[config.mk]
export PLATFORM = sky130hd
export DESIGN_NAME = inv_sbox_layer
export DESIGN_NICKNAME = d
export VERILOG_FILES = /design/src/rtl/inv_sbox_layer.sv
export SDC_FILE = /design/constraint.sdc
export NUM_CORES = 1
export LEC_CHECK = 0
export BUFFER_PORTS_ARGS = -buffer_cell sky130_fd_sc_hd__buf_2
export CORE_ASPECT_RATIO = 1.1
export CORE_MARGIN = 5
export CORE_UTILIZATION = 56
export DETAILED_ROUTE_END_ITERATION = 16
export GPL_TIMING_DRIVEN = 0
export PLACE_DENSITY = 0.87
export REMOVE_ABC_BUFFERS = 1
export SLEW_MARGIN = 20
export SYNTH_ARGS = -nofsm -noshare
export SYNTH_HDL_FRONTEND = slang
export SYNTH_SLANG_ARGS = --single-unit
[constraint.sdc]
create_clock -name clk -period 7.6 [get_ports clk]
set_input_delay 0 -clock clk [delete_from_list [all_inputs] [get_ports clk]]
set_output_delay 0 -clock clk [all_outputs]
set_load 0.01 [all_outputs]
[src/rtl/inv_sbox_layer.sv]
// inv_sbox_layer: nibble-serial inverse PRESENT S-box over a state word, IDLE/BUSY/DONE handshake
module inv_sbox_layer #(
  parameter int NIBBLES = 16
) (
  input  logic                   clk,
  input  logic                   rst,
  input  logic                   in_valid,
  output logic                   in_ready,
  input  logic [4*NIBBLES-1:0]   x,
  output logic                   out_valid,
  input  logic                   out_ready,
  output logic [4*NIBBLES-1:0]   r,
  output logic                   busy
);
  localparam int CW = $clog2(NIBBLES);
  localparam logic [63:0] INV = 64'hA970364BD21C8FE5;
  localparam logic [CW-1:0] LAST = CW'(NIBBLES - 1);
  typedef enum logic [1:0] {IDLE, BUSY, DONE} state_t;
  state_t                 state;
  logic [CW-1:0]          cnt;
  logic [4*NIBBLES-1:0]   st;
  logic [3:0]             nib;
  assign nib       = st[4*cnt +: 4];
  assign in_ready  = state == IDLE;
  assign busy      = state == BUSY;
  assign out_valid = state == DONE;
  assign r         = st;
  always_ff @(posedge clk) begin
    if (rst) begin
      state <= IDLE;
      cnt   <= '0;
      st    <= '0;
    end else begin
      case (state)
        IDLE: if (in_valid) begin
          st    <= x;
          cnt   <= '0;
          state <= BUSY;
        end
        BUSY: begin
          st[4*cnt +: 4] <= INV[4*nib +: 4];
          cnt            <= (cnt == LAST) ? '0 : cnt + CW'(1);
          state          <= (cnt == LAST) ? DONE : BUSY;
        end
        DONE: if (out_ready) state <= IDLE;
        default: state <= IDLE;
      endcase
    end
  end
endmodule

* Word-level counts from Yosys, hierarchy flattened
Cells that the tools add are included.
Widths: inputs -> output; s select.
** Word-level totals
- Logic and storage cells :: 28
- Bits of input ports :: 68
- Output and inout port bits :: 67
- Bits in registers :: 70
** Operators by class
- $add $sub $neg :: 2
- Equality and inequality tests :: 5
- Shift-type cells :: 4
- Reduce and logical (&&, ||, !) cells :: 4
- Mux-type cells :: 10
** Operator list (count)
- $pmux 64 s2 :: 1
- $bwmux 64 :: 1
- $mux 64 :: 1
- $shift 4x34->64 const A :: 1
- $shiftx 4x34->64 :: 1
- $shiftx 64x7->4 :: 1
- $shiftx 64x7->4 const A :: 1
- $neg 6->34 :: 1
- $mux 4 :: 2
- $pmux 4 s2 :: 1
- $mux 2 :: 3
- $pmux 2 s3 :: 1
- $add 4x1->4 const B :: 1
- $eq 4x4->1 const B :: 1
- $reduce_and 2->1 :: 2
- $eq 2x1->1 const B :: 1
- $eq 2x2->1 const B :: 1
- $logic_not 2->1 :: 1
- $ne 2x1->1 const B :: 1
- $ne 2x2->1 const B :: 1
- $reduce_bool 2->1 :: 1

* Depth between registers and ports, before layout
- Depth in word-level cells :: 5
- Gate-level depth with buffers :: 13
- Depth with buffers taken out :: 10

* Least setup slack after synthesis
Ideal clock, no wire load.
- Path kind :: register to register
- From :: reg cnt[0]
- To :: reg st[6] (netlist: r[6])
- Cell stages (with the launch flop) :: 12
- Data required time :: 7486 ps
- Path slack :: 4372 ps
- Buffers on the path :: 3
- Arrival time :: 3114 ps
- Path through :: dfxtp_1 buf_6 buf_2 mux4_2 mux4_2 inv_1 ha_1 o21ai_0 o31ai_1 a221o_1 buf_2 a2111oi_0
** Between the ends
- Longest elaborated chain between the ends :: 5
- Elaborated cells on any way between the ends :: 7
- Classes of those cells :: add/sub: 1; shift: 4; mux: 2
** RTL lines
- from (decl) :: line 20 : logic [CW-1:0] cnt;
- from (signal assigned) :: line 42 : cnt <= (cnt == LAST) ? '0 : cnt + CW'(1);
- $shiftx 64x7->4 :: line 23 : assign nib = st[4*cnt +: 4];
- $shiftx 64x7->4 :: line 41 : st[4*cnt +: 4] <= INV[4*nib +: 4];
- $shiftx 4x34->64 :: line 41
- $bwmux 64 * :: line 41
- $pmux 64 s2 * :: line 34 : case (state)
- to (signal, indexed assignment) :: line 41
- to (decl) :: line 21 : logic [4*NIBBLES-1:0] st;
Every way passes the cells marked *; elsewhere a longest branch is shown, timed or not.
A chain may end at the register's enable or synchronous reset.

* Final worst setup path
- From :: reg cnt[1]
- To :: reg st[38] (netlist: r[38])
The elaborated chain is that of the path after synthesis.

==> out/summary.md <==
Clock insertion delay at the later pin of the skew report: 0.35 ns. The layout has 542 filler cells. The tools report the number of hold violations in the final report as 0. At the pin with the least slew margin, the transition time is 1.02 ns. The category of the most critical setup path was reg2reg. For hold timing, the worst endpoint is r[24]. The run gives 0 as the diode insertion count for antenna repair. In this run the critical register-to-register path is captured at r[38].

In this run the worst path has a maximum fanout of 21. Counting tap cells, the placed design contains a total of 684 instances. The post-synthesis area per instance is 8.43 µm², and the number of sinks driven by the clock tree is 70.

After clock tree synthesis, the clock-pin slew on the worst setup and hold paths is 0.08 ns. The setup-violating endpoint count in the final report is 0, and the count of input and output buffers is 134. The synthesized design contains 0 enable-type register cells.

Sorting the synthesized cells by area gives the leading types as dfxtp_1 (33%), mux4_2 (8.0%), a21oi_1 (7.9%). Of the cells placed in the final design, the portion with a size suffix greater than 1 is 33.0%. VDD sags by at most 0.000107 V. The DRC violation count after routing is 0, and the synthesized netlist cell count is 503. The worst hold path passes through 4 cells.

Buffers inserted during clock tree synthesis total 9. The commonest cells after synthesis are nand2_1 (78), dfxtp_1 (70), a21oi_1 (67). The biggest area contributor in the post-synthesis netlist is dfxtp_1. The run gives 4.48 ns as the arrival time at the worst endpoint. For the final routed database, the setup TNS stands at 0 ns. The tools report the routed wire length as 14.4 mm. The run gives 3.34 ns as the smallest setup slack after layout.

TritonCTS built the clock tree. The run gives 729 as the final cell count without fillers. The tools report the cell row count as 33. The logs give 57.1% for the initial core utilization and 30.3% for the aggregate global-route resource usage. Headroom to the max-slew limit came out at 30.4%. The logs give 3 for the number of H-tree levels and 7430 µm² for the core box area. The count of pins on the block boundary was 135; the area share of the largest cell type after synthesis was 33.0%. In the synthesized netlist the async set-or-reset flop fraction comes to 0%.

For this run, global-route usage on met1 was measured as 36.5%. The share of the Yosys chip area taken by registers is 33.0%. For the data required time of the critical path, the log shows 7.82 ns.

The tools report the initial antenna violation count as 0. The tools report the summed instance area of the synthesized netlist as 4240 µm². From bottom edge to top edge, the die measures 101 µm. The HPWL after detailed placement is 9.80 mm.

The die covers 9420 µm². The first global-routing pass estimated 22.6 mm of wire. The logs give 6.02% for the met3 capacity usage during global routing and 0 for the overall overflow remaining after global route. The net count reported at finish was 714. Most repeated cell in the gate-level netlist after synthesis: nand2_1.

For this design the static power due to leakage is 0.00240 µW. The tree is rooted in a clkbuf_8. Synthesis instantiated 58 different standard cells from the library.

The post-placement worst setup slack is 3.46 ns. In the final routed layout, each cell accounts on average for 19.8 µm. After synthesis the netlist holds a flip-flop and latch count of 70. The number of cells on the worst reg-to-reg path is 8. The clock arrives with 0.00919 ns of skew. Cells fill 72.9% of the core in the end. The post-layout minimum cycle time came out at 4.26 ns.

The launching element type of the critical path was a flip-flop. The most frequently used flop master after synthesis is dfxtp_1. Based on the critical path, the design can be clocked at up to 0.235 GHz. Across all hold checks on the routed design, the worst slack comes to 0.00302 ns.

Setup repair after global routing left no endpoint under its margin. The tool flagged a number of max-cap violations equal to 0. Dividing total power by cell area gives a power density of 210 nW/µm². Via count of the first global-routing pass: 4623.

After global routing, the most crowded layer is met2. The worst setup path is captured at a flip-flop. In this run, the number of DRC markers left after iteration 0 of detailed routing was 544. Antenna violation net count after detailed routing: 0. For the number of pins exceeding their max-slew limit in the final report, the log shows 0. The share of the cycle needed by the critical path after routing is 56.1%, and the maximum buffer depth of the clock tree is 2. Using the TritonRoute via totals, the vias-per-cell ratio works out to 6.53. In this run the worst setup path begins at cnt[1]. The yosys synthesis warning count is 0.

In this run the worst hold path is classified as in2reg. The flow ran to the end, and the final reports show no timing, DRC or antenna violations. The congestion estimate from routability-driven global placement came to 0.875.

The reg-to-reg critical path startpoint is cnt[1]. Buffers added to address setup during post-CTS repair amount to 0. Global routing used 53.0% of the available met2 tracks. The run gives 4760 as the total via count in the routed design. The setup slack of the worst register-to-register path came out at 3.34 ns. The startpoint identified for the worst hold timing path is x[24]. The first detailed-routing pass ran for 5 iterations. Entering global routing, the biggest net connects 74 pins.

The overall die width was 93.0 µm; the synthesis-to-finish area growth was 27.7%.
-- flip-flops by register name (all words and copies together) (netlist names) --
name	flops
state	2
r	64
cnt	4
-- worst max path at each step --
stage	to	slack, ns	depth (start not counted)
2_1_floorplan	r[22]	3.81	8
3_3_place_gp	r[33]	2.68	9
3_5_place_dp	r[54]	3.46	8
4_1_cts	r[38]	3.43	8
5_1_grt	r[54]	3.09	8
6_report	r[38]	3.34	8
-- timing repair --
item | in CTS | in global routing
setup endpoints to repair | 0 | 0
hold buffers | 28 | 1
hold endpoints to repair | 28 | 1
resized for setup | 0 | 0
-- placed cells by master (no fill, tap or decap), types with 2 or more instances in the layout --
| master | synthesis | routed |
|---|---|---|
| nand2b_1 | 4 | 3 |
| a31o_2 | 5 | 5 |
| o221a_2 | 22 | 22 |
| and3_1 | 6 | 6 |
| nand2_1 | 78 | 77 |
| mux4_2 | 15 | 15 |
| o211ai_1 | 3 | 3 |
| clkinv_2 | 0 | 2 |
| buf_2 | 6 | 133 |
| a21o_1 | 2 | 2 |
| mux2i_1 | 5 | 5 |
| a211oi_1 | 6 | 6 |
| bufinv_16 | 0 | 3 |
| or3_1 | 3 | 3 |
| inv_1 | 11 | 11 |
| a22o_1 | 2 | 2 |
| o31ai_1 | 3 | 3 |
| nand3_1 | 15 | 15 |
| a22oi_1 | 3 | 3 |
| a2111oi_0 | 5 | 5 |
| mux2_2 | 2 | 2 |
| a211o_1 | 5 | 5 |
| o221a_1 | 7 | 7 |
| a21oi_1 | 67 | 66 |
| nor3_1 | 23 | 23 |
| a31oi_1 | 8 | 8 |
| o21a_1 | 8 | 8 |
| ha_1 | 9 | 9 |
| o221ai_1 | 2 | 2 |
| o21ai_0 | 10 | 10 |
| a311oi_1 | 4 | 4 |
| nor2b_1 | 4 | 4 |
| dlygate4sd3_1 | 0 | 29 |
| nor4_1 | 2 | 2 |
| dfxtp_1 | 70 | 69 |
| a41oi_1 | 2 | 2 |
| nor2_1 | 25 | 25 |
| clkbuf_8 | 0 | 10 |
| or2_2 | 5 | 5 |
-- routing by layer --
metal / share of wire, % / wire length, µm
met5: 0 / 0
met4: 3.5 / 508
met3: 9.1 / 1310
met2: 50 / 7190
met1: 37 / 5400
-- metrics by stage --
step / cell area, µm² / power (µW)
floorplan: 4050 / 621
CTS: 5410 / 1130
detailed placement: 4880 / 752
global placement: 4830 / 734
global route: 5420 / 1180
finish: 5420 / 1140
-- cell families (layout without fill, tap and decap cells) --
group / after synthesis / in the layout / share of synthesized area, %
buffers and inverters: 53 / 192 / 5.49
xor gates and xnor gates: 1 / 1 / 0.207
muxes: 23 / 23 / 10.0
DFF: 70 / 70 / 33.0
and+or+nand+nor: 173 / 173 / 18.6
AOI/OAI and AO/OA: 174 / 174 / 30.0
adders and majority gates: 9 / 9 / 2.65
-- critical path: stages, from the launching register on --
cell,delay [ns]
dfxtp_1,1.01
mux4_2,0.65
mux4_2,0.53
inv_1,0.16
ha_1,0.33
o21ai_0,0.19
o31ai_1,0.19
a221o_1,0.56
a2111oi_0,0.51
-- power breakdown --
group | total, µW | internal [µW] | switching [µW] | leakage (µW)
Clock | 374 | 226 | 148 | 0.000126
Combinational | 337 | 135 | 202 | 0.00170
Sequential | 428 | 398 | 30.0 | 0.000578
Total | 1140 | 759 | 380 | 0.00240
-- area by class of cell --
class	count	area, µm²	area share [%]
Multi-Input combinational cell	380	2620	48.4
Sequential cell	70	1400	25.9
Timing Repair Buffer	165	995	18.4
Clock buffer	10	138	2.54
Clock inverter	6	109	2.01
Tap cell	87	109	2.01
Inverter	11	41.3	0.762
Note: power is estimated with default switching activity, not from simulation.
